$ cat src/rtl/uart_rx_ovs.sv
// ---------------------------------------------------------------------------
// uart_rx_ovs
//   Oversampling UART receiver: configurable data width, stop bits and baud
//   divider. Each bit is resolved by a 3-sample majority vote around mid-bit.
//   The receiver has a 2-flop input synchroniser and a valid/ready output
//   handshake with overrun, framing-error and break detection.
//
//   Optional feature macro: UART_RX_PARITY_EN
//     defined   -> adds parameter PARITY_ODD and a parity bit after the data
//     undefined -> frame is start + DATA_BITS + STOP_BITS, parity_err_o = 0
//
// Parameters
//   CLKS_PER_BIT  clk cycles per bit (>= 8)
//   DATA_BITS     data bits per frame (5..9), LSB first
//   STOP_BITS     stop bits checked (1 or 2)
//   SPREAD        offset of the outer vote samples from mid-bit (< CLKS_PER_BIT/4)
//   PARITY_ODD    (parity build only) 0 = even, 1 = odd
//
// Ports
//   clk_i          system clock
//   rst_ni         asynchronous active-low reset
//   rx_sig_i       raw serial line, asynchronous, idle high
//   data_o         received word, stable while data_valid_o
//   data_valid_o   word available, held until accepted
//   data_ready_i   consumer accepts when data_valid_o && data_ready_i
//   parity_err_o   parity mismatch for the held word
//   frame_err_o    one-cycle pulse: a stop bit was voted low
//   break_det_o    one-cycle pulse: framing error with all data/parity low
//   overrun_o      one-cycle pulse: frame completed while the old word was
//                  still held and not being accepted
//   rx_busy_o      high whenever the receiver is not idle
// ---------------------------------------------------------------------------
module uart_rx_ovs #(
  parameter int CLKS_PER_BIT = 1736,
  parameter int DATA_BITS    = 8,
  parameter int STOP_BITS    = 1,
  parameter int SPREAD       = 2
`ifdef UART_RX_PARITY_EN
  ,
  parameter bit PARITY_ODD   = 1'b0
`endif
) (
  input  logic                 clk_i,
  input  logic                 rst_ni,
  input  logic                 rx_sig_i,
  output logic [DATA_BITS-1:0] data_o,
  output logic                 data_valid_o,
  input  logic                 data_ready_i,
  output logic                 parity_err_o,
  output logic                 frame_err_o,
  output logic                 break_det_o,
  output logic                 overrun_o,
  output logic                 rx_busy_o
);

  localparam int TW = $clog2(CLKS_PER_BIT);
  localparam int IW = $clog2(DATA_BITS);
  localparam int H  = CLKS_PER_BIT / 2;

  localparam logic [TW-1:0] T_S0   = TW'(H - SPREAD);
  localparam logic [TW-1:0] T_S1   = TW'(H);
  localparam logic [TW-1:0] T_S2   = TW'(H + SPREAD);
  localparam logic [TW-1:0] T_LAST = TW'(CLKS_PER_BIT - 1);
  localparam logic [IW-1:0] I_LAST = IW'(DATA_BITS - 1);
  localparam logic          LAST_STOP = (STOP_BITS == 2);

  typedef enum logic [2:0] {
    S_IDLE   = 3'd0,
    S_START  = 3'd1,
    S_DATA   = 3'd2,
`ifdef UART_RX_PARITY_EN
    S_PARITY = 3'd3,
`endif
    S_STOP   = 3'd4,
    S_FLUSH  = 3'd5
  } state_e;

  state_e                 state_q;
  logic                   sync1_q, sync2_q;
  logic [TW-1:0]          t_q;
  logic [IW-1:0]          idx_q;
  logic                   stop_idx_q;
  logic [DATA_BITS-1:0]   shift_q;
  logic                   samp0_q, samp1_q;
  logic [DATA_BITS-1:0]   data_q;
  logic                   data_valid_q;
  logic                   frame_err_q;
  logic                   break_det_q;
  logic                   overrun_q;
`ifdef UART_RX_PARITY_EN
  logic                   par_q;
  logic                   parity_err_q;
`endif

  logic rs;
  logic s0_eff, s1_eff;
  logic vote_d;
  logic vote_now;
  logic t_end;
  logic all_zero_d;

  assign rs = sync2_q;

  // With SPREAD == 0 all three samples fall in the vote cycle itself, so the
  // stored samples would be stale; use the live synchronised line instead.
  assign s0_eff   = (SPREAD == 0) ? rs : samp0_q;
  assign s1_eff   = (SPREAD == 0) ? rs : samp1_q;
  assign vote_d   = (s0_eff & s1_eff) | (s0_eff & rs) | (s1_eff & rs);
  assign vote_now = (t_q == T_S2);
  assign t_end    = (t_q == T_LAST);

`ifdef UART_RX_PARITY_EN
  assign all_zero_d = (shift_q == '0) && !par_q;
`else
  assign all_zero_d = (shift_q == '0);
`endif

  always_ff @(posedge clk_i or negedge rst_ni) begin
    if (!rst_ni) begin
      state_q      <= S_IDLE;
      sync1_q      <= 1'b1;
      sync2_q      <= 1'b1;
      t_q          <= '0;
      idx_q        <= '0;
      stop_idx_q   <= 1'b0;
      shift_q      <= '0;
      samp0_q      <= 1'b0;
      samp1_q      <= 1'b0;
      data_q       <= '0;
      data_valid_q <= 1'b0;
      frame_err_q  <= 1'b0;
      break_det_q  <= 1'b0;
      overrun_q    <= 1'b0;
`ifdef UART_RX_PARITY_EN
      par_q        <= 1'b0;
      parity_err_q <= 1'b0;
`endif
    end else begin
      sync1_q     <= rx_sig_i;
      sync2_q     <= sync1_q;
      frame_err_q <= 1'b0;
      break_det_q <= 1'b0;
      overrun_q   <= 1'b0;

      // Plain accept; a delivery later in this block overrides it.
      if (data_valid_q && data_ready_i) begin
        data_valid_q <= 1'b0;
      end

      // Bit timer and outer samples run in every bit-timed state.
      if (state_q != S_IDLE && state_q != S_FLUSH) begin
        t_q <= t_end ? '0 : t_q + 1'b1;
        if (t_q == T_S0) samp0_q <= rs;
        if (t_q == T_S1) samp1_q <= rs;
      end

      case (state_q)
        S_IDLE: begin
          // The cycle that sees the falling edge counts as T=0 of the start
          // bit, so the timer continues from 1.
          if (!rs) begin
            state_q <= S_START;
            t_q     <= TW'(1);
          end
        end

        S_START: begin
          if (vote_now && vote_d) begin
            state_q <= S_IDLE;
          end else if (t_end) begin
            state_q <= S_DATA;
            idx_q   <= '0;
          end
        end

        S_DATA: begin
          if (vote_now) shift_q[idx_q] <= vote_d;
          if (t_end) begin
            if (idx_q == I_LAST) begin
`ifdef UART_RX_PARITY_EN
              state_q    <= S_PARITY;
`else
              state_q    <= S_STOP;
              stop_idx_q <= 1'b0;
`endif
            end else begin
              idx_q <= idx_q + 1'b1;
            end
          end
        end

`ifdef UART_RX_PARITY_EN
        S_PARITY: begin
          if (vote_now) par_q <= vote_d;
          if (t_end) begin
            state_q    <= S_STOP;
            stop_idx_q <= 1'b0;
          end
        end
`endif

        S_STOP: begin
          if (vote_now) begin
            if (!vote_d) begin
              frame_err_q <= 1'b1;
              break_det_q <= all_zero_d;
              state_q     <= S_FLUSH;
            end else if (stop_idx_q == LAST_STOP) begin
              // Deliver without waiting for the end of the stop bit.
              state_q <= S_IDLE;
              if (data_valid_q && !data_ready_i) begin
                overrun_q <= 1'b1;
              end else begin
                data_q       <= shift_q;
                data_valid_q <= 1'b1;
`ifdef UART_RX_PARITY_EN
                parity_err_q <= (^shift_q) ^ par_q ^ PARITY_ODD;
`endif
              end
            end
          end else if (t_end) begin
            // Only reachable after a good first stop bit with STOP_BITS == 2.
            stop_idx_q <= 1'b1;
          end
        end

        S_FLUSH: begin
          if (rs) state_q <= S_IDLE;
        end

        default: state_q <= S_IDLE;
      endcase
    end
  end

  assign data_o       = data_q;
  assign data_valid_o = data_valid_q;
  assign frame_err_o  = frame_err_q;
  assign break_det_o  = break_det_q;
  assign overrun_o    = overrun_q;
  assign rx_busy_o    = (state_q != S_IDLE);
`ifdef UART_RX_PARITY_EN
  assign parity_err_o = parity_err_q;
`else
  assign parity_err_o = 1'b0;
`endif

endmodule

$ cat config.mk
export PLATFORM = sky130hd
export DESIGN_NAME = uart_rx_ovs
export DESIGN_NICKNAME = d
export VERILOG_FILES = /design/src/rtl/uart_rx_ovs.sv
export SDC_FILE = /design/constraint.sdc
export NUM_CORES = 1
export LEC_CHECK = 0
export ABC_AREA = 1
export ABC_CLOCK_PERIOD_IN_PS = 2350
export CAP_MARGIN = 20
export CORE_MARGIN = 10
export CORE_UTILIZATION = 30
export CTS_BUF_LIST = sky130_fd_sc_hd__clkbuf_8
export CTS_CLUSTER_SIZE = 28
export DETAILED_ROUTE_END_ITERATION = 7
export GPL_TIMING_DRIVEN = 0
export MAX_ROUTING_LAYER = met4
export PLACE_DENSITY = 0.54
export SLEW_MARGIN = 40
export SYNTH_ARGS = -nofsm -noshare
export SYNTH_HDL_FRONTEND = slang
export SYNTH_SLANG_ARGS = --single-unit
$ cat constraint.sdc
create_clock -name clk_i -period 2.35 [get_ports clk_i]
set_clock_uncertainty 0.05 [all_clocks]
set_input_delay 0.3525 -clock clk_i [delete_from_list [all_inputs] [get_ports clk_i]]
set_output_delay 0.3525 -clock clk_i [all_outputs]
set_load 0.05 [all_outputs]
## Yosys cells after proc, flatten, opt, wreduce, memory -nomap -nowiden

Index checks and enable logic that the tools add are counted.

| word-level totals | value |
|---|---|
| flip-flop bits (word level) | 42 |
| bits of input ports | 4 |
| output and inout bits | 14 |
| logic and storage cells | 109 |

| operators by class | value |
|---|---|
| add/subtract/negate cells | 2 |
| magnitude comparators | 2 |
| equality and inequality tests | 22 |
| multiplexer cells | 44 |
| bitwise operators | 7 |
| reduce and logical (&&, ||, !) cells | 18 |

Operator list:

| kind | number |
|---|---|
| $mux W11 | 4 |
| $mux W3 | 13 |
| $eq A11 B10 Y1 const B | 3 |
| $mux W1 | 22 |
| $ne A2 B2 Y1 const B | 10 |
| $pmux W3 S5 | 1 |
| $reduce_and A5 Y1 | 3 |
| $add A11 B1 Y11 const B | 1 |
| $eq A11 B11 Y1 const B | 1 |
| $eq A3 B3 Y1 const B | 3 |
| $ne A3 B3 Y1 const B | 3 |
| $bwmux W8 | 1 |
| $logic_not A8 Y1 | 1 |
| $reduce_and A7 Y1 | 1 |
| $pmux W3 S2 | 1 |
| $reduce_and A2 Y1 | 3 |
| $logic_and A1 B1 Y1 | 5 |
| $lt A3 B4 Y1 const B | 1 |
| $reduce_bool A2 Y1 | 2 |
| $add A3 B1 Y3 const B | 1 |
| $and A1 B1 Y1 | 3 |
| $demux W1 S3 | 1 |
| $eq A3 B1 Y1 const B | 1 |
| $eq A3 B2 Y1 const B | 1 |
| 7 further kinds | 9 |

## Longest topological paths before layout

| depth | value |
|---|---|
| depth in word-level cells | 7 |
| mapped depth | 10 |
| mapped depth without buffers | 10 |

## Worst setup path before layout

No wires, ideal clock.

| timing | value |
|---|---|
| path kind | register to register |
| from | reg t_q[0] |
| to | reg shift_q[0] |
| setup time | 0.131 ns |
| arrival time | 1.371 ns |
| data required time | 2.169 ns |
| slack | 0.798 ns |
| stages on the path, launching flop included | 8 |
| path buffers | 0 |
| clock period less this slack | 1.552 ns |
| cells stage by stage | dfrtp_1 inv_1 ha_1 nand3_1 nor3_2 nand3_1 nand2_1 o21ai_0 |

| on the way | value |
|---|---|
| longest elaborated chain between the ends | 2 |

RTL lines:

| item | RTL line | source |
|---|---|---|
| start: declaration | 80 | `logic [TW-1:0] t_q;` |
| start signal: assignment | 152 | `t_q <= t_end ? '0 : t_q + 1'b1;` |
| $eq A11 B10 Y1 | 109 | `assign vote_now = (t_q == T_S2);` |
| $reduce_and A2 Y1 (no source line) | n/a |  |
| end signal: indexed assignment | 177 | `if (vote_now) shift_q[idx_q] <= vote_d;` |
| end: declaration | 83 | `logic [DATA_BITS-1:0] shift_q;` |

Every way passes these cells.
A chain may end at the register's enable or synchronous reset.

## Worst setup path in the final report

| timing | value |
|---|---|
| from | reg state_q[1] |
| to | out rx_busy_o |

| on the way | value |
|---|---|
| longest elaborated chain between the ends | 1 |

RTL lines:

| item | RTL line | source |
|---|---|---|
| start: declaration | 78 | `state_e state_q;` |
| start signal: assignment | 120 | `state_q <= S_IDLE;` |
| start signal: assignment | 162 | `state_q <= S_START;` |
| start signal: assignment | 169 | `state_q <= S_IDLE;` |
| $reduce_bool A3 Y1 | 241 | `assign rx_busy_o = (state_q != S_IDLE);` |
| end: declaration | 53 | `output logic rx_busy_o` |

Every way passes these cells.

==> results.sh <==
export IMPL_root_buffer="clkbuf_8"
export IMPL_viasPerCell=4.52
export IMPL_synth_area_um2=2350
export IMPL_ys_seq_area_share_pct=44.8
export IMPL_maxCapViolations=0
export IMPL_yosysWarnings=0
export IMPL_synth_cell_types=35
export IMPL_setup_tns_ns=0
export IMPL_grt_antenna_before_repair=0
export IMPL_hold_class="flip-flop to flip-flop"
export IMPL_dpl_hpwl_um=3920
export IMPL_vias=1875
export IMPL_drc=0
export IMPL_setup_violations=0
export IMPL_overflow=0
export IMPL_drive_above_1_share_pct=15.0
export IMPL_multi_input_comb_area_um2=1150
export IMPL_fill_cells=832
export IMPL_drt_initial_drc_count=70
export IMPL_pwr_density_cell_nw_per_um2=453
export IMPL_htree_levels=2
export IMPL_status="complete, no violations"
export IMPL_place_congestion=0.882
export IMPL_start_util_pct=30.6
export IMPL_synth_area_per_cell_um2=8.19
export IMPL_die_area_um2=11800
export IMPL_portBuffers=16
export IMPL_worstSetupEndpointType="primary output"
export IMPL_period_needed_ns=1.94
export IMPL_grt_max_degree=24
export IMPL_post_drt_wl_per_cell_um=12.1
export IMPL_syn_inst=287
export IMPL_final_cell_mix="80 x nand2_1, 40 x dfrtp_1, 27 x inv_1, 27 x nor2_1, 26 x nand3_1"
export IMPL_clk_latency_ns=0.30
export IMPL_grtUsageTotal_pct=9.50
export IMPL_cts_sinks=42
export IMPL_slew_headroom_pct=65.9
export IMPL_fin_hold_ws_ns=0.310
export IMPL_cp_data_arrival_time_ns=1.53
export IMPL_worst_pin_slew_ns=0.510
export IMPL_irDropWorstVdd_mv=0.212
export IMPL_hold_viol_final=0
export IMPL_placeableCoreArea_um2=7690
export IMPL_leakage_uw=0.00128
export IMPL_die_y_um=109
export IMPL_synth_seq_cells=42
export IMPL_clock_fmax_mhz=517
export IMPL_cts_tree="done"
export IMPL_final_common_cell="nand2_1"
export IMPL_fin_nets=321
export IMPL_cp_required_ns=1.95
export IMPL_min_period_over_period_pct=82.4
export IMPL_final_max_slew_violation_count=0
export IMPL_start_kind="flip-flop"
export IMPL_clkTransAtPathRegs_ns=0.09
export IMPL_placementRows=32
export IMPL_fp_dieW_um=109
export IMPL_ant_nets=0
export IMPL_n_antenna_cell=0
export IMPL_ioPinCount=18
export IMPL_rsz0062_at_grt="false"
export IMPL_cts_buffer_depth=2
export IMPL_area_sequential_um2=1050
export IMPL_critPathKind="flip-flop to primary output"
export IMPL_syn_to_final_growth_pct=17.5
export IMPL_numCtsBuffers=5
export IMPL_syn_num_nets=296
export IMPL_first_global_vias=1868
export IMPL_wl_um=5030
export IMPL_grt_pass1_wl_um=8960
export IMPL_postCtsSetupRepairBufs=0
export IMPL_path_max_fanout=6
export IMPL_dr_pass1_iters=4
==> layout make-up <==
cell class,count,share of cell area [%]
clock buffer,5,2.49
clock inverter,3,0.906
tap,102,4.62
buffer,4,0.952
inverter,33,4.49
multi-input combinational,208,41.5
sequential,42,38.2
timing repair buffer,18,6.89
==> worst max-delay path, cell delays in order (launching register included) <==
cell and delay, ns:
dfrtp_1 0.56, nor2_2 0.10, nand2_4 0.13, dlymetal6s2s_1 0.44
==> stage by stage <==
stage | worst slack [ns] | instance area (um2) | utilization [%] | instances | total power, uW
2_1_floorplan | 0.798 | 2350 | - | 287 | 746
3_3_place_gp | -0.291 | 2640 | 34.3 | 405 | 767
3_5_place_dp | 0.361 | 2660 | 34.5 | 406 | 771
4_1_cts | 0.0205 | 2760 | 35.9 | 415 | 1270
5_1_grt | 0.244 | 2760 | 35.9 | 415 | 1300
6_report | 0.414 | 2760 | 35.9 | 415 | 1250
==> registers in the layout, indices dropped and copies added, names as in the netlist <==
signal	count
sync1_q	1
stop_idx_q	1
rs	1
break_det_o	1
frame_err_o	1
t_q	11
data_valid_o	1
data_o	8
s0_eff	1
shift_q	8
overrun_o	1
idx_q	3
s1_eff	1
state_q	3
==> metal layers <==
metal  up-vias  global-route usage (%)  part of all wire [%]
met4         0                    3.48                   1.7
li1       1002                       -                     -
met1       852                    12.3                    51
met5         -                       -                     0
met3         6                    1.55                   2.5
met2        15                    14.7                    45
==> Yosys cell counts <==
| cell | n | area share, % |
|---|---|---|
| nand2_1 | 80 | 13 |
| dfrtp_1 | 40 | 43 |
| inv_1 | 27 | 4.3 |
| nor2_1 | 27 | 4.3 |
| nand3_1 | 26 | 5.5 |
| nand4_1 | 21 | 5.6 |
| o21ai_0 | 7 | 1.5 |
| inv_2 | 6 | 0.96 |
| ha_1 | 5 | 2.7 |
| nor2_4 | 5 | 2.4 |
| buf_4 | 3 | 0.96 |
| nand3_2 | 3 | 1.3 |
| nor2_2 | 3 | 0.80 |
| nor4_1 | 3 | 0.80 |
| o21ai_2 | 3 | 1.1 |
| a21oi_1 | 2 | 0.43 |
| dfstp_2 | 2 | 2.2 |
| nand2_4 | 2 | 0.96 |
| nand3_4 | 2 | 1.5 |
| nand3b_2 | 2 | 0.96 |
| nor3_2 | 2 | 0.85 |
| o211ai_1 | 2 | 0.64 |
| o21ai_1 | 2 | 0.43 |
| a21boi_0 | 1 | 0.32 |
| a21oi_2 | 1 | 0.37 |
| and3_1 | 1 | 0.27 |
| buf_1 | 1 | 0.16 |
| conb_1 | 1 | 0.16 |
| nand2_2 | 1 | 0.27 |
| nand4_4 | 1 | 0.91 |
| nor3_1 | 1 | 0.21 |
| nor3_4 | 1 | 0.69 |
| o31ai_1 | 1 | 0.32 |
| xnor2_1 | 1 | 0.37 |
| xor2_1 | 1 | 0.37 |
==> logic make-up after synthesis <==
group                      count (synthesis)  share of synthesized area [%]
buffers and inverters                     37                           6.39
DFF                                       42                           44.8
xor gates and xnor gates                   2                          0.746
other                                      1                          0.160
adders and majority gates                  5                           2.66
and+or+nand+nor                          181                           40.1
AOI/OAI and AO/OA                         19                           5.11
==> report_power, final <==
part / total, uW / internal (uW) / switching, uW
logic: 29.2 / 9.67 / 19.5
clock network: 494 / 215 / 279
registers: 727 / 725 / 1.52
total: 1250 / 950 / 300
==> worst paths after layout <==
check,depth (start not counted),slack [ns],endpoint,from
min in group asynchronous,2,0.42,t_q[0],rst_ni
setup / recovery,3,0.41,rx_busy_o,state_q[1]
hold reg to reg,0,0.31,rs,sync1_q
setup reg to reg,7,0.49,data_o[4],rs
hold / removal,0,0.31,rs,sync1_q
max in group asynchronous,3,1.43,idx_q[1],rst_ni
==> timing repair <==
item	4_1_cts	5_1_grt
resized for setup	0	1
hold buffers	1	0
endpoints found under the hold margin	17	0
endpoints found under the setup margin	0	1
Power figures use the tool's default switching activity.
